[src/rtl/mem_initiator_if.sv]
// Purpose: bundles the client request/ack/data signals and the memory command and read-data
//          signals of mem_initiator.
// Latency: none; this is wiring only.
// Backpressure: none here; each client holds its request until it sees its ack.
// Ports: slave = the initiator side (takes requests and read data, drives acks and commands);
//        master = the clients and memory side.
interface mem_initiator_if #(
  parameter int DATA_WIDTH = 8,
  parameter int ADDR_WIDTH = 10
);
  logic                  iWrReq;
  logic [ADDR_WIDTH-1:0] iWrAddr;
  logic [DATA_WIDTH-1:0] iWrData;
  logic                  oWrAck;
  logic                  iRdReqA;
  logic [ADDR_WIDTH-1:0] iRdAddrA;
  logic                  oRdAckA;
  logic                  oRdValidA;
  logic [DATA_WIDTH-1:0] oRdDataA;
  logic                  iRdReqB;
  logic [ADDR_WIDTH-1:0] iRdAddrB;
  logic                  oRdAckB;
  logic                  oRdValidB;
  logic [DATA_WIDTH-1:0] oRdDataB;
  logic                  oAddrErr;
  logic                  oWriteEnable;
  logic                  oReadtoa;
  logic                  oReadtob;
  logic [ADDR_WIDTH-1:0] oAddress;
  logic [DATA_WIDTH-1:0] oDataOut;
  logic [DATA_WIDTH-1:0] iDataOuta;
  logic [DATA_WIDTH-1:0] iDataOutb;

  modport slave (
    input  iWrReq, iWrAddr, iWrData, iRdReqA, iRdAddrA, iRdReqB, iRdAddrB,
           iDataOuta, iDataOutb,
    output oWrAck, oRdAckA, oRdValidA, oRdDataA, oRdAckB, oRdValidB, oRdDataB,
           oAddrErr, oWriteEnable, oReadtoa, oReadtob, oAddress, oDataOut
  );

  modport master (
    output iWrReq, iWrAddr, iWrData, iRdReqA, iRdAddrA, iRdReqB, iRdAddrB,
           iDataOuta, iDataOutb,
    input  oWrAck, oRdAckA, oRdValidA, oRdDataA, oRdAckB, oRdValidB, oRdDataB,
           oAddrErr, oWriteEnable, oReadtoa, oReadtob, oAddress, oDataOut
  );
endinterface

[src/rtl/mem_initiator.sv]
// Purpose: arbitrates one write client and two read clients onto a single-port memory's one-hot
//          command bus, and returns the registered read data to the client that asked for it.
// Latency: ack and command one cycle after the request is sampled in IDLE; read valid two cycles
//          after that.
// Backpressure: a request that loses arbitration, or arrives in CMD or CAPT, waits with no ack.
// Ports: Clock, Reset_n (asynchronous, active-low); bus (mem_initiator_if.slave) carries the
//        client requests and acks, the memory commands, and the memory read data.
// Build option: MEM_INITIATOR_RR_ARB_EN selects round-robin arbitration (W->A->B->W). When it is
//               undefined, arbitration is fixed priority W > A > B.
module mem_initiator #(
  parameter int DATA_WIDTH = 8,
  parameter int ADDR_WIDTH = 10,
  parameter int MEM_SIZE   = 10
) (
  input logic            Clock,
  input logic            Reset_n,
  mem_initiator_if.slave bus
);

  typedef enum logic [1:0] {IDLE, CMD, CAPT} state_t;
  typedef enum logic [1:0] {CL_W = 2'd0, CL_A = 2'd1, CL_B = 2'd2} client_t;

  localparam logic [ADDR_WIDTH-1:0] MAX_ADDR = ADDR_WIDTH'(MEM_SIZE);

  state_t                state_q, state_d;
  client_t               client_q, client_d;
  logic                  wr_ack_q, wr_ack_d, rd_ack_a_q, rd_ack_a_d, rd_ack_b_q, rd_ack_b_d;
  logic                  addr_err_q, addr_err_d;
  logic                  we_q, we_d, rda_q, rda_d, rdb_q, rdb_d;
  logic [ADDR_WIDTH-1:0] address_q, address_d;
  logic [DATA_WIDTH-1:0] data_out_q, data_out_d;
  logic                  rd_valid_a_q, rd_valid_a_d, rd_valid_b_q, rd_valid_b_d;
  logic [DATA_WIDTH-1:0] rd_data_a_q, rd_data_a_d, rd_data_b_q, rd_data_b_d;

  logic                  grant_vld;
  client_t               grant_id;
  logic [ADDR_WIDTH-1:0] sel_addr;
  logic                  in_range;

  assign grant_vld = bus.iWrReq | bus.iRdReqA | bus.iRdReqB;

`ifdef MEM_INITIATOR_RR_ARB_EN
  client_t last_q, last_d;

  // Search order starts with the client just after the last one granted.
  always_comb begin
    grant_id = CL_W;
    case (last_q)
      CL_W:    grant_id = bus.iRdReqA ? CL_A : (bus.iRdReqB ? CL_B : CL_W);
      CL_A:    grant_id = bus.iRdReqB ? CL_B : (bus.iWrReq  ? CL_W : CL_A);
      default: grant_id = bus.iWrReq  ? CL_W : (bus.iRdReqA ? CL_A : CL_B);
    endcase
  end
`else
  always_comb begin
    grant_id = bus.iWrReq ? CL_W : (bus.iRdReqA ? CL_A : CL_B);
  end
`endif

  always_comb begin
    case (grant_id)
      CL_A:    sel_addr = bus.iRdAddrA;
      CL_B:    sel_addr = bus.iRdAddrB;
      default: sel_addr = bus.iWrAddr;
    endcase
  end

  assign in_range = (sel_addr <= MAX_ADDR);

  // State register plus all registered outputs.
  always_ff @(posedge Clock or negedge Reset_n) begin
    if (!Reset_n) begin
      state_q      <= IDLE;
      client_q     <= CL_W;
`ifdef MEM_INITIATOR_RR_ARB_EN
      last_q       <= CL_B;  // so that W is searched first after reset
`endif
      wr_ack_q     <= 1'b0;
      rd_ack_a_q   <= 1'b0;
      rd_ack_b_q   <= 1'b0;
      addr_err_q   <= 1'b0;
      we_q         <= 1'b0;
      rda_q        <= 1'b0;
      rdb_q        <= 1'b0;
      address_q    <= '0;
      data_out_q   <= '0;
      rd_valid_a_q <= 1'b0;
      rd_valid_b_q <= 1'b0;
      rd_data_a_q  <= '0;
      rd_data_b_q  <= '0;
    end else begin
      state_q      <= state_d;
      client_q     <= client_d;
`ifdef MEM_INITIATOR_RR_ARB_EN
      last_q       <= last_d;
`endif
      wr_ack_q     <= wr_ack_d;
      rd_ack_a_q   <= rd_ack_a_d;
      rd_ack_b_q   <= rd_ack_b_d;
      addr_err_q   <= addr_err_d;
      we_q         <= we_d;
      rda_q        <= rda_d;
      rdb_q        <= rdb_d;
      address_q    <= address_d;
      data_out_q   <= data_out_d;
      rd_valid_a_q <= rd_valid_a_d;
      rd_valid_b_q <= rd_valid_b_d;
      rd_data_a_q  <= rd_data_a_d;
      rd_data_b_q  <= rd_data_b_d;
    end
  end

  // Next-state logic.
  always_comb begin
    state_d  = state_q;
    client_d = client_q;
`ifdef MEM_INITIATOR_RR_ARB_EN
    last_d   = last_q;
`endif
    case (state_q)
      IDLE: begin
        if (grant_vld) begin
          state_d  = CMD;
          client_d = grant_id;
`ifdef MEM_INITIATOR_RR_ARB_EN
          last_d   = grant_id;
`endif
        end
      end
      // An out-of-range read issues no command, so there is nothing to capture.
      CMD:     state_d = (client_q != CL_W && !addr_err_q) ? CAPT : IDLE;
      CAPT:    state_d = IDLE;
      default: state_d = IDLE;
    endcase
  end

  // Output logic. Every output is computed one cycle early so that it is a flop output. As a
  // result, commands and acks are high only in CMD.
  always_comb begin
    wr_ack_d     = 1'b0;
    rd_ack_a_d   = 1'b0;
    rd_ack_b_d   = 1'b0;
    addr_err_d   = 1'b0;
    we_d         = 1'b0;
    rda_d        = 1'b0;
    rdb_d        = 1'b0;
    address_d    = '0;
    data_out_d   = '0;
    rd_valid_a_d = 1'b0;
    rd_valid_b_d = 1'b0;
    rd_data_a_d  = rd_data_a_q;
    rd_data_b_d  = rd_data_b_q;
    case (state_q)
      IDLE: begin
        if (grant_vld) begin
          wr_ack_d   = (grant_id == CL_W);
          rd_ack_a_d = (grant_id == CL_A);
          rd_ack_b_d = (grant_id == CL_B);
          addr_err_d = !in_range;
          if (in_range) begin
            we_d       = (grant_id == CL_W);
            rda_d      = (grant_id == CL_A);
            rdb_d      = (grant_id == CL_B);
            address_d  = sel_addr;
            data_out_d = (grant_id == CL_W) ? bus.iWrData : '0;
          end
        end
      end
      CAPT: begin
        if (client_q == CL_A) begin
          rd_data_a_d  = bus.iDataOuta;
          rd_valid_a_d = 1'b1;
        end else begin
          rd_data_b_d  = bus.iDataOutb;
          rd_valid_b_d = 1'b1;
        end
      end
      default: ;
    endcase
  end

  assign bus.oWrAck       = wr_ack_q;
  assign bus.oRdAckA      = rd_ack_a_q;
  assign bus.oRdAckB      = rd_ack_b_q;
  assign bus.oAddrErr     = addr_err_q;
  assign bus.oWriteEnable = we_q;
  assign bus.oReadtoa     = rda_q;
  assign bus.oReadtob     = rdb_q;
  assign bus.oAddress     = address_q;
  assign bus.oDataOut     = data_out_q;
  assign bus.oRdValidA    = rd_valid_a_q;
  assign bus.oRdValidB    = rd_valid_b_q;
  assign bus.oRdDataA     = rd_data_a_q;
  assign bus.oRdDataB     = rd_data_b_q;

endmodule
[src/flat_wrapper.sv]
// flat-port wrapper written by rule: the top's interface ports become plain ports
module mem_initiator_flat 
#(
  parameter int DATA_WIDTH = 8,
  parameter int ADDR_WIDTH = 10,
  parameter int MEM_SIZE   = 10
)
  (Clock, Reset_n, bus_iWrReq, bus_iWrAddr, bus_iWrData, bus_iRdReqA, bus_iRdAddrA, bus_iRdReqB, bus_iRdAddrB, bus_iDataOuta, bus_iDataOutb, bus_oWrAck, bus_oRdAckA, bus_oRdValidA, bus_oRdDataA, bus_oRdAckB, bus_oRdValidB, bus_oRdDataB, bus_oAddrErr, bus_oWriteEnable, bus_oReadtoa, bus_oReadtob, bus_oAddress, bus_oDataOut);
  mem_initiator_if #(.DATA_WIDTH(DATA_WIDTH), .ADDR_WIDTH(ADDR_WIDTH)) bus_i ();
  input logic Clock;
  input logic Reset_n;
  input wire logic [$bits(bus_i.iWrReq)-1:0] bus_iWrReq;
  input wire logic [$bits(bus_i.iWrAddr)-1:0] bus_iWrAddr;
  input wire logic [$bits(bus_i.iWrData)-1:0] bus_iWrData;
  input wire logic [$bits(bus_i.iRdReqA)-1:0] bus_iRdReqA;
  input wire logic [$bits(bus_i.iRdAddrA)-1:0] bus_iRdAddrA;
  input wire logic [$bits(bus_i.iRdReqB)-1:0] bus_iRdReqB;
  input wire logic [$bits(bus_i.iRdAddrB)-1:0] bus_iRdAddrB;
  input wire logic [$bits(bus_i.iDataOuta)-1:0] bus_iDataOuta;
  input wire logic [$bits(bus_i.iDataOutb)-1:0] bus_iDataOutb;
  output wire logic [$bits(bus_i.oWrAck)-1:0] bus_oWrAck;
  output wire logic [$bits(bus_i.oRdAckA)-1:0] bus_oRdAckA;
  output wire logic [$bits(bus_i.oRdValidA)-1:0] bus_oRdValidA;
  output wire logic [$bits(bus_i.oRdDataA)-1:0] bus_oRdDataA;
  output wire logic [$bits(bus_i.oRdAckB)-1:0] bus_oRdAckB;
  output wire logic [$bits(bus_i.oRdValidB)-1:0] bus_oRdValidB;
  output wire logic [$bits(bus_i.oRdDataB)-1:0] bus_oRdDataB;
  output wire logic [$bits(bus_i.oAddrErr)-1:0] bus_oAddrErr;
  output wire logic [$bits(bus_i.oWriteEnable)-1:0] bus_oWriteEnable;
  output wire logic [$bits(bus_i.oReadtoa)-1:0] bus_oReadtoa;
  output wire logic [$bits(bus_i.oReadtob)-1:0] bus_oReadtob;
  output wire logic [$bits(bus_i.oAddress)-1:0] bus_oAddress;
  output wire logic [$bits(bus_i.oDataOut)-1:0] bus_oDataOut;
  assign bus_i.iWrReq = bus_iWrReq;
  assign bus_i.iWrAddr = bus_iWrAddr;
  assign bus_i.iWrData = bus_iWrData;
  assign bus_i.iRdReqA = bus_iRdReqA;
  assign bus_i.iRdAddrA = bus_iRdAddrA;
  assign bus_i.iRdReqB = bus_iRdReqB;
  assign bus_i.iRdAddrB = bus_iRdAddrB;
  assign bus_i.iDataOuta = bus_iDataOuta;
  assign bus_i.iDataOutb = bus_iDataOutb;
  assign bus_oWrAck = bus_i.oWrAck;
  assign bus_oRdAckA = bus_i.oRdAckA;
  assign bus_oRdValidA = bus_i.oRdValidA;
  assign bus_oRdDataA = bus_i.oRdDataA;
  assign bus_oRdAckB = bus_i.oRdAckB;
  assign bus_oRdValidB = bus_i.oRdValidB;
  assign bus_oRdDataB = bus_i.oRdDataB;
  assign bus_oAddrErr = bus_i.oAddrErr;
  assign bus_oWriteEnable = bus_i.oWriteEnable;
  assign bus_oReadtoa = bus_i.oReadtoa;
  assign bus_oReadtob = bus_i.oReadtob;
  assign bus_oAddress = bus_i.oAddress;
  assign bus_oDataOut = bus_i.oDataOut;
  mem_initiator #(.DATA_WIDTH(DATA_WIDTH), .ADDR_WIDTH(ADDR_WIDTH), .MEM_SIZE(MEM_SIZE)) u_core (.Clock(Clock), .Reset_n(Reset_n), .bus(bus_i));
endmodule
[config.mk]
export PLATFORM = sky130hd
export DESIGN_NAME = mem_initiator_flat
export DESIGN_NICKNAME = d
export VERILOG_FILES = /design/src/rtl/mem_initiator_if.sv /design/src/rtl/mem_initiator.sv /design/src/flat_wrapper.sv
export SDC_FILE = /design/constraint.sdc
export NUM_CORES = 1
export LEC_CHECK = 0
export ABC_AREA = 1
export BUFFER_PORTS_ARGS = -buffer_cell sky130_fd_sc_hd__buf_2
export CAP_MARGIN = 20
export CELL_PAD_IN_SITES_DETAIL_PLACEMENT = 0
export CELL_PAD_IN_SITES_GLOBAL_PLACEMENT = 1
export CORE_ASPECT_RATIO = 0.75
export CORE_MARGIN = 2
export CORE_UTILIZATION = 31
export DETAILED_ROUTE_END_ITERATION = 10
export PLACE_DENSITY_LB_ADDON = 0.1
export SLEW_MARGIN = 20
export SYNTH_ARGS = -nofsm -noshare
export SYNTH_HDL_FRONTEND = slang
export SYNTH_SLANG_ARGS = --single-unit
[constraint.sdc]
create_clock -name Clock -period 1.4 [get_ports Clock]
set_input_delay 0.21 -clock Clock [delete_from_list [all_inputs] [get_ports Clock]]
set_output_delay 0.21 -clock Clock [all_outputs]
set_load 0.01 [all_outputs]
### After elaboration in Yosys (flattened, before gate mapping)

Index checks and enable logic that the tools add are counted.

* bits in registers: 47
* bits in latches: 0
* memory bits (writable): 0
* bits in read-only memories: 0
* input port bits: 59
* output and inout bits: 43
* word-level logic and storage cells: 68
* memories kept: 0

* $add $sub $neg: 0
* multiply operators: 0
* div/mod/pow operators: 0
* $lt $le $gt $ge: 1
* eq/ne operators: 6
* shifts and indexed selects: 0
* multiplexer cells: 34
* bitwise gates (word level): 3
* reductions and logical operators: 9

Operators with widths (number)
* $mux 8: 4
* $mux 10: 3
* $mux 1: 21
* $pmux 10 s2: 1
* $le 10x4->1 const B: 1
* $mux 2: 4
* $eq 2x1->1 const B: 3
* $reduce_and 2->1: 3
* $eq 2x2->1 const B: 2
* $logic_not 2->1: 2
* $pmux 2 s2: 1
* $logic_not 1->1: 2
* $ne 2x1->1 const B: 1
* $or 1x1->1: 2
* $reduce_bool 2->1: 1
* $logic_and 1x1->1: 1
* $not 1->1: 1

### Logic depth before layout (Yosys ltp)

Gate-level depths: netlist (run 1).

* word-level depth: 8
* gate-level depth with buffers: 10
* depth with buffers taken out: 9

### Worst setup path after synthesis (run 1)

Ideal clock, no wire load.

* kind: in2reg
* from: in bus_iWrReq
* to: reg u_core.data_out_q[0] (netlist: u_core.bus.oDataOut[0])
* data arrival time: 1.123 ns
* required time: 1.327 ns
* path slack: 0.204 ns
* stages on the path: 8
* cell sequence: buf_6 -> inv_2 -> or2_1 -> nand3_1 -> nand3_1 -> nor2_4 -> nand3_4 -> nor2_1

* word-level cells in the longest chain between the ends: 7
* elaborated cells on any way between the ends: 12
* classes of those cells: order compare: 1; eq/ne: 2; mux: 6; bitwise: 2; reduce/logical: 1

Ends and longest elaborated chain
* start: declaration: line flat_wrapper.sv:12 `input wire logic [$bits(bus_i.iWrReq)-1:0] bus_iWrReq;`
* $mux 2: line mem_initiator.sv:56 `grant_id = bus.iWrReq ? CL_W : (bus.iRdReqA ? CL_A : CL_B);`
* $eq 2x2->1 or $eq 2x1->1 (tied branches): line mem_initiator.sv:61 `case (grant_id)`
* $pmux 10 s2: line mem_initiator.sv:61
* $le 10x4->1: line mem_initiator.sv:68 `assign in_range = (sel_addr <= MAX_ADDR);`
* $mux 8: line mem_initiator.sv:160 `if (in_range) begin`
* $mux 8 (*): line mem_initiator.sv:155 `if (grant_vld) begin`
* $mux 8 (*): line mem_initiator.sv:153 `case (state_q)`
* named net u_core.data_out_d[0]: line mem_initiator.sv:31 `logic [DATA_WIDTH-1:0] data_out_q, data_out_d;`
* end signal: assignment: line mem_initiator.sv:105 `data_out_q <= data_out_d;`
* end: declaration: line mem_initiator.sv:31

Mark *: on every way through the listed nets, which the timed path passes. The rest lies on a longest branch.
A chain may end at the register's enable or synchronous reset.

### Final worst setup path (run 1)

* from: reg u_core.state_q[0]
* to: reg u_core.address_q[2] (netlist: u_core.bus.oAddress[2])

* word-level cells in the longest chain between the ends: 2

Ends and longest elaborated chain
* start: declaration: line mem_initiator.sv:25 `state_t state_q, state_d;`
* start signal: assignment: line mem_initiator.sv:92 `state_q <= state_d;`
* $logic_not 2->1: line mem_initiator.sv:153
* $mux 10: line mem_initiator.sv:153
* named net u_core.address_d[2]: line mem_initiator.sv:30 `logic [ADDR_WIDTH-1:0] address_q, address_d;`
* end signal: assignment: line mem_initiator.sv:104 `address_q <= address_d;`
* end: declaration: line mem_initiator.sv:30

The timed path passes the listed nets, and every way through them passes these cells.

==> results of run 1 <==
==> sequential cells by signal (all words and copies together), names as in the netlist <==
register and cells:
u_core.bus.oReadtob 1, u_core.bus.oRdDataB 8, u_core.bus.oRdValidB 1, u_core.bus.oRdAckA 1, u_core.bus.oRdValidA 1, u_core.client_q 2, u_core.bus.oRdDataA 8, u_core.bus.oReadtoa 1
u_core.bus.oAddress 10, u_core.bus.oAddrErr 1, u_core.bus.oWriteEnable 1, u_core.bus.oRdAckB 1, u_core.state_q 2, u_core.bus.oDataOut 8, u_core.bus.oWrAck 1
==> critical path, stage by stage (launching register included) <==
cell and delay, ps:
dfrtp_1 400, nor2_1 150, o21ai_1 100, buf_4 150, or2_2 290, nor2_1 110
==> layout by cell type (no fill, tap or decap), drive strengths merged <==
cell | Yosys | final
clkinvlp | 0 | 1
dlygate4sd3 | 0 | 1
dfrtp | 47 | 47
o21ai | 3 | 3
clkbuf | 0 | 6
buf | 1 | 111
o22ai | 1 | 1
nand2 | 84 | 84
nor3 | 1 | 1
nand3 | 7 | 7
conb | 1 | 6
nor2 | 37 | 37
inv | 34 | 34
a21oi | 2 | 2
clkinv | 2 | 1
or2 | 2 | 2
==> per-stage QoR <==
step | total power [mW] | instances | setup TNS (ps)
finish | 3.80 | 422 | 0
global route | 4.13 | 422 | 0
CTS | 3.87 | 422 | 0
detailed placement | 3.13 | 415 | -400
global placement | 3.12 | 415 | -285
floorplan | 2.53 | 227 | 0
==> routing by layer <==
metal	up-vias	global-route usage	wire length, um
met3	4	0.0526	378
met1	759	0.182	2100
li1	884	-	-
met5	-	0	0
met2	60	0.213	1860
met4	0	0.0338	46
==> kinds of logic (layout without fill, tap and decap cells) <==
group,Yosys count,count (layout),synth area share
buffers and inverters,37,154,0.0771
and+or+nand+nor,131,131,0.285
other,1,6,0.00197
AOI/OAI and AO/OA,6,6,0.0165
DFF,47,47,0.619
==> repair_timing <==
action | CTS | global route
endpoints found under the hold margin | 47 | 0
resized for setup | 0 | 1
setup endpoints to repair | 0 | 1
buffers inserted | 0 | 0
hold buffers | 1 | 0
==> worst paths after layout <==
| path | endpoint | slack (ps) | startpoint | depth (start not counted) |
|---|---|---|---|---|
| setup / recovery | u_core.bus.oAddress[2]$_DFF_PN0_ | 130 | u_core.state_q[0]$_DFFE_PN0P_ | 5 |
| hold reg to reg | u_core.state_q[1]$_DFFE_PN0P_ | 440 | u_core.bus.oAddrErr$_DFF_PN0_ | 1 |
| max in group asynchronous | u_core.client_q[0]$_DFFE_PN0P_ | 740 | Reset_n | 3 |
| setup reg to reg | u_core.bus.oAddress[2]$_DFF_PN0_ | 130 | u_core.state_q[0]$_DFFE_PN0P_ | 5 |
| min in group asynchronous | u_core.bus.oAddress[3]$_DFF_PN0_ | 430 | Reset_n | 3 |
| hold / removal | u_core.bus.oRdDataB[3]$_DFFE_PN0P_ | 110 | bus_iDataOutb[3] | 3 |
==> layout make-up <==
cell class              instances  share of cell area
inverters                      36              0.0517
flip-flops and latches         47               0.438
repair buffers                112               0.225
multi-input cells             143               0.222
well taps                      78              0.0364
clock buffers                   6              0.0270
==> report_power, final <==
group | internal, mW | leakage (nW) | switching [mW]
clock network | 0.333 | 0.0371 | 0.388
registers | 1.70 | 0.593 | 0.157
logic | 0.520 | 0.989 | 0.709
==> impl_metrics.tcl, run 1 <==
set metrics [dict create \
    drv_slew 0 \
    coreArea_um2 5860 \
    setup_viol_count_final 0 \
    synth_top_area_share 0.619 \
    htree_levels 2 \
    cts_tree "built" \
    fp.dieH_um 71.8 \
    max-cap-violations 0 \
    routedWlPerCell_um 10.4 \
    antenna_cells 0 \
    finalCriticalPeriod_ps 1270 \
    finalWirelength_um 4380 \
    clock-sinks 47 \
    grt_antenna_before_repair 0 \
    fin_ws_ps 132 \
    synth_cells 222 \
    ys_warn_count 0 \
    grt_pass1_vias 1686 \
    gp_congestion 0.765 \
    dp_slack_ps -50.2 \
    clock_latency_ps 280 \
    synth_edf_count 0 \
    syn-cell-area_um2 1900 \
    fin_crit_sh 0.906 \
    place_area_um2 2600 \
    hold_path_class "in2reg" \
    final_nets 404 \
    grt_max_degree 48 \
    drt-pass1-iter-count 4 \
    die_area_um2 6780 \
    synth_cell_types 20 \
    synth_most_common_cell "nand2_1" \
    die_width_um 94.4 \
    rows 24 \
    grtUsageTotal 0.137 \
    drt_iter0_markers 36 \
    remaining_drc_errors 0 \
    cts_root_buf "clkbuf_8" \
    status "finished, final reports clean" \
    grt_overflow 0 \
    start_util 0.324 \
    clkTransAtPathRegs_ps 80 \
    syn_to_final_growth_pct 41.3 \
    ys.flop_type "dfrtp_1" \
    avgSynthCellArea_um2 8.56 \
    yosys-top-cells-count "nand2_1 (82), dfrtp_1 (47), nor2_1 (34)" \
    worst_hold_slack_ps 114 \
    seq_area_frac_synth 0.619 \
    ys_top_cells_by_area "dfrtp_1 (62%), nand2_1 (16%), nor2_1 (6.7%), inv_1 (6.3%), nand3_1 (1.6%)" \
    grt_pass1_wl_um 7270 \
    ys_ff_latch 47 \
    power_leakage_nw 1.62 \
    postRouteAntennaNets 0 \
    final_cell_area_um2 2680 \
    final_core_util 0.458 \
    regArea_um2 1180 \
    num_vias 1707 \
    critPathCaptureType "flip-flop" \
    arrival_ps 1480 \
    critical_path_class "reg2reg" \
    fmax_mhz 789 \
    dp_hpwl_um 3410 \
    viasPerCell 4.05 \
    io_pins 102 \
    start_kind "flip-flop" \
    clock_skew_ps 2.52 \
    synthArstFlopShare 1.00 \
    fillers 595 \
    yosys.area.top_type "dfrtp_1" \
    cts_max_path_buffers 2 \
    cts_buffers 5 \
    pwr_density_cell_nw_per_um2 1420 \
    finalHoldViolations 0 \
    vdd_drop_max_uv 541 \
    worstPathRequired_ps 1610 \
    final_layout_size_suffix_gt1_frac 0.366 \
    cp_max_fo 4 \
    rsz0062_at_grt "no" \
    multi_input_area_um2 596 \
    numPortBuffers 101 \
]
(Power assumes the default switching activity.)
==> run 2, diff against run 1 <==
- CORE_ASPECT_RATIO: 0.75 -> default
==> impl_metrics.tcl, run 2 (synthesis results as in run 1) <==
set metrics [dict create \
    status "finished, final reports clean" \
    fp.dieH_um 82.3 \
    cts_tree "built" \
    crit_family "flip-flops" \
    setup_tns_ps 0 \
    grt_antenna_before_repair 0 \
    p_comb_frac 0.313 \
    dp.cells 410 \
    coreArea_um2 5920 \
    grt_overflow 0 \
    fin_cells 418 \
    worstPathRequired_ps 1580 \
    postRouteAntennaNets 0 \
    die_width_um 82.3 \
    sw_frac_of_total 0.327 \
    post_cts_buffers 0 \
    layout_common_cells "buf_2 (101), nand2_1 (82), dfrtp_1 (47)" \
    fin_crit_sh 0.853 \
    io_pins 102 \
    setup_viol_count_final 0 \
    remaining_drc_errors 0 \
    clkPwrFrac 0.206 \
    critPathBufInv 2 \
    critPathCaptureType "flip-flop" \
    hold_path_class "in2reg" \
    largest_reg_flops 10 \
    dr_wl_met3_um 341 \
    cts_root_buf "clkbuf_8" \
    clock_latency_ps 290 \
    critical_path_class "reg2reg" \
    final_layout_size_suffix_gt1_frac 0.364 \
    rsz0062_at_grt "no" \
    crit_slowest_cell "dfrtp_1" \
    cts_max_path_buffers 2 \
    clkTransAtPathRegs_ps 80 \
    dp_hpwl_um 3420 \
    drv_slew 0 \
    crit_chain "nor2_1 -> inv_1 -> nand2_1 -> clkinv_1 -> nand2_1 -> nand2_1" \
    grt_pass1_vias 1639 \
    max-cap-violations 0 \
    final_common_cell "buf_2" \
    cp_max_fo 9 \
    cts_resized 0 \
    rows 28 \
    drt_iter0_markers 47 \
    final_core_util 0.452 \
    antenna_cells 0 \
    num_vias 1663 \
    critPathMostFrequentCell "nand2_1" \
    cp_slowest_stage_delay_ps 410 \
    htree_levels 2 \
    grt_pass1_wl_um 6940 \
    grtUsageTotal 0.135 \
    dr.max_layer_used "met4" \
    clock_skew_ps 7.61 \
    final_cell_area_um2 2680 \
    finalWirelength_um 4300 \
    grt_max_degree 31 \
    fmax_mhz 838 \
    routedWlPerCell_um 10.3 \
    wl_met1_um 1790 \
    start_kind "flip-flop" \
    p_seq_frac 0.481 \
    finalHoldViolations 0 \
    die_area_um2 6770 \
    p_sw_mw 1.26 \
    final_nets 402 \
    clock-sinks 47 \
    gp_congestion 0.767 \
    wl_met2_um 2130 \
    power_leakage_nw 1.62 \
    numPortBuffers 101 \
    design_power_total_mw 3.86 \
    pwr_density_cell_nw_per_um2 1440 \
    place_area_um2 2580 \
    vdd_drop_max_uv 612 \
    drt-pass1-iter-count 3 \
    finalCriticalPeriod_ps 1190 \
    viasPerCell 3.98 \
    start_util 0.321 \
    syn_to_final_growth_pct 40.9 \
    arrival_ps 1380 \
    cts_buffers 5 \
    power.internal_mw 2.60 \
]
## run 2: worst paths after layout
kind                                                 endpoint                           start  slack, ps  cells past startpoint
max                        u_core.bus.oRdDataB[0]$_DFFE_PN0P_  u_core.client_q[1]$_DFFE_PN0P_        210                      6
min                        u_core.bus.oRdDataB[4]$_DFFE_PN0P_                bus_iDataOutb[4]        110                      3
max reg2reg                u_core.bus.oRdDataB[0]$_DFFE_PN0P_  u_core.client_q[1]$_DFFE_PN0P_        210                      6
min reg2reg                     u_core.state_q[1]$_DFFE_PN0P_   u_core.bus.oAddrErr$_DFF_PN0_        430                      1
max in group asynchronous       u_core.bus.oReadtoa$_DFF_PN0_                         Reset_n        530                      3
min in group asynchronous  u_core.bus.oRdDataB[4]$_DFFE_PN0P_                         Reset_n        380                      2
## run 2: final cells by class
| type | instances | area [um^2] |
|---|---|---|
| fillers | 608 | 3240 |
| flip-flops and latches | 47 | 1180 |
| multi-input cells | 143 | 596 |
| repair buffers | 110 | 588 |
| inverters | 36 | 135 |
| well taps | 75 | 93.8 |
| clock buffers | 6 | 82.6 |
| clock inverters | 1 | 5.00 |
## run 2: per-layer routing
layer,vias up,global-route usage
met3,4,0.0424
met4,0,0.0450
met2,64,0.237
li1,883,-
met1,712,0.154
met5,-,0
## run 2: worst reg2reg max path, stage by stage (launching register included)
cell	delay, ps
dfrtp_1	410
nor2_1	140
inv_1	50
nand2_1	70
clkinv_1	220
nand2_1	130
nand2_1	60
## run 2: repair_timing
| item | 4_1_cts | 5_1_grt |
|---|---|---|
| hold buffers | 1 | 0 |
| hold endpoints to repair | 17 | 0 |
| setup endpoints to repair | 0 | 0 |
## run 2: power by group through the flow
stage                     Sequential (mW)  Combinational, mW  Clock, mW
final                                1.85               1.21      0.796
after global routing                 1.91               1.41      0.889
after CTS                            1.86               1.24      0.834
after detailed placement             1.88               1.23          0
after global placement               1.88               1.22          0
after floorplan                      2.03              0.500          0
## run 2: stage by stage
stage	hold WS, ps	worst slack [ps]
after floorplan	-85.6	204
after global placement	175	-9.68
after detailed placement	171	-33.4
after CTS	97.8	181
after global routing	101	30.0
final	111	206
==> run 3, diff against run 2 <==
- CORE_UTILIZATION: 31 -> 28
- GPL_ROUTABILITY_DRIVEN: default -> 1
- clock period: 1.4 -> 1 ns (I/O delays scaled with it)
==> impl_metrics.tcl, run 3 (synthesis results as in run 1) <==
set metrics [dict create \
    power.internal_mw 4.46 \
    drt-pass1-iter-count 4 \
    final_cell_area_um2 3040 \
    grt_antenna_before_repair 0 \
    final_common_cell "buf_2" \
    critPathMostFrequentCell "nand2_1" \
    violations "negative setup slack" \
    met1_usage 0.143 \
    die_width_um 86.4 \
    clock_skew_ps 13.1 \
    vdd_drop_max_uv 717 \
    dp_slack_ps -337 \
    hold_path_class "in2reg" \
    p_seq_frac 0.398 \
    grt_max_degree 38 \
    clkTransAtPathRegs_ps 90 \
    fin_ws_ps -84.1 \
    io_pins 102 \
    cts_tree "built" \
    cts_root_buf "clkbuf_8" \
    grt_pass1_wl_um 7130 \
    r2r_setup_slack_ps -80 \
    finalCriticalPeriod_ps 1080 \
    cp_max_fo 5 \
    cp_slowest_stage_delay_ps 410 \
    worstPathRequired_ps 1190 \
    start_util 0.284 \
    finalWirelength_um 4540 \
    rows 30 \
    critPathCaptureType "flip-flop" \
    crit_family "flip-flops" \
    use_met2 0.213 \
    clock_latency_ps 300 \
    rsz0062_at_grt "yes" \
    clkPwrFrac 0.212 \
    grt_pass1_vias 1634 \
    status "complete, but fails checks" \
    arrival_ps 1270 \
    remaining_drc_errors 0 \
    grtUsageTotal 0.122 \
    numPortBuffers 101 \
    worst_hold_slack_ps 34.1 \
    fp.dieH_um 86.4 \
    num_vias 1756 \
    largest_reg_flops 10 \
    fillers 679 \
    grt_use_met3 0.0314 \
    antenna_cells 0 \
    crit_chain "inv_2 -> nor2_4 -> nand2_4 -> buf_6 -> nand2_1 -> nand2_1" \
    fmax_mhz 922 \
    layout_common_cells "buf_2 (96), nand2_1 (69), dfrtp_1 (46)" \
    clock-sinks 47 \
    place_area_um2 2700 \
    regArea_um2 1180 \
    sw_frac_of_total 0.332 \
    htree_levels 2 \
    critical_path_class "reg2reg" \
    dp_hpwl_um 3350 \
    pwr_density_cell_nw_per_um2 2190 \
    max-cap-violations 0 \
    syn_to_final_growth_pct 60.2 \
    start_kind "flip-flop" \
    multi_input_area_um2 716 \
    final_layout_size_suffix_gt1_frac 0.500 \
    fin_crit_sh 1.08 \
    coreArea_um2 6680 \
    drt_iter0_markers 35 \
    cts_buffers 5 \
    crit_slowest_cell "dfrtp_1" \
    setup_viol_count_final 33 \
    viasPerCell 3.95 \
    postRouteAntennaNets 0 \
    critPathBufInv 2 \
    drv_slew 0 \
    final_nets 422 \
    grt-busiest-layer "met2" \
    die_area_um2 7460 \
    gp_congestion 0.769 \
    finalHoldViolations 0 \
    p_sw_mw 2.21 \
    routedWlPerCell_um 10.2 \
    power_leakage_nw 1.77 \
    grt_overflow 0 \
    cts_max_path_buffers 2 \
    p_comb_frac 0.390 \
]
run 3: changes by cell type in the layout (fill, tap and decap cells not counted), moves of 6 or more:
cell,delta
buf_4,+15
nand2_1,-13
inv_2,+6
inv_1,-7
nor2_1,-10
nand2_2,+10
buf_6,+9
run 3: power groups by stage:
stage | Clock (mW) | Sequential, mW | Combinational, mW
2_1_floorplan | 0 | 2.84 | 0.754
3_5_place_dp | 0 | 2.63 | 1.90
5_1_grt | 1.54 | 2.72 | 2.90
4_1_cts | 1.48 | 2.64 | 2.15
6_report | 1.41 | 2.66 | 2.60
3_3_place_gp | 0 | 2.64 | 1.90
run 3: metrics by stage:
| step | setup TNS [ps] | cells | util | total power, mW |
|---|---|---|---|---|
| 2_1_floorplan | -808 | 227 | - | 3.60 |
| 3_3_place_gp | -6980 | 425 | 0.404 | 4.53 |
| 3_5_place_dp | -7260 | 425 | 0.404 | 4.54 |
| 4_1_cts | -2490 | 435 | 0.434 | 6.26 |
| 5_1_grt | -4440 | 444 | 0.455 | 7.16 |
| 6_report | -1470 | 444 | 0.455 | 6.67 |
run 3: worst min-delay path, delay by kind of cell:
kind / cells / cell delay [ps]
buffers and inverters: 2 / 130
and+or+nand+nor: 1 / 30
run 3: cell type report:
type                    instances  area share
multi-input cells             143       0.235
well taps                      80      0.0329
inverters                      36      0.0493
clock inverters                 3      0.0152
clock buffers                   5      0.0226
repair buffers                130       0.258
flip-flops and latches         47       0.387
run 3: routing by layer:
| metal | routed length, um | vias to the layer above |
|---|---|---|
| li1 | - | 927 |
| met2 | 2230 | 63 |
| met4 | 69 | 0 |
| met3 | 288 | 6 |
| met5 | 0 | - |
| met1 | 1960 | 760 |
run 3: path summary, 6_finish.rpt:
| check | end | from | cells past startpoint |
|---|---|---|---|
| hold reg to reg | u_core.state_q[1]$_DFFE_PN0P_ | u_core.bus.oAddrErr$_DFF_PN0_ | 1 |
| setup / recovery | u_core.bus.oRdDataB[7]$_DFFE_PN0P_ | u_core.state_q[1]$_DFFE_PN0P_ | 6 |
| max in group asynchronous | u_core.state_q[0]$_DFFE_PN0P_ | Reset_n | 3 |
| setup reg to reg | u_core.bus.oRdDataB[7]$_DFFE_PN0P_ | u_core.state_q[1]$_DFFE_PN0P_ | 6 |
| min in group asynchronous | u_core.bus.oAddress[5]$_DFF_PN0_ | Reset_n | 2 |
| hold / removal | u_core.bus.oDataOut[0]$_DFF_PN0_ | bus_iWrData[0] | 3 |
run 3: timing repair:
action                                 in CTS  in global routing
pin swaps                                   8                 18
endpoints found under the hold margin      10                  0
resized for setup                          21                 27
buffers inserted                            2                  9
setup endpoints to repair                  37                 60
hold buffers                                1                  0
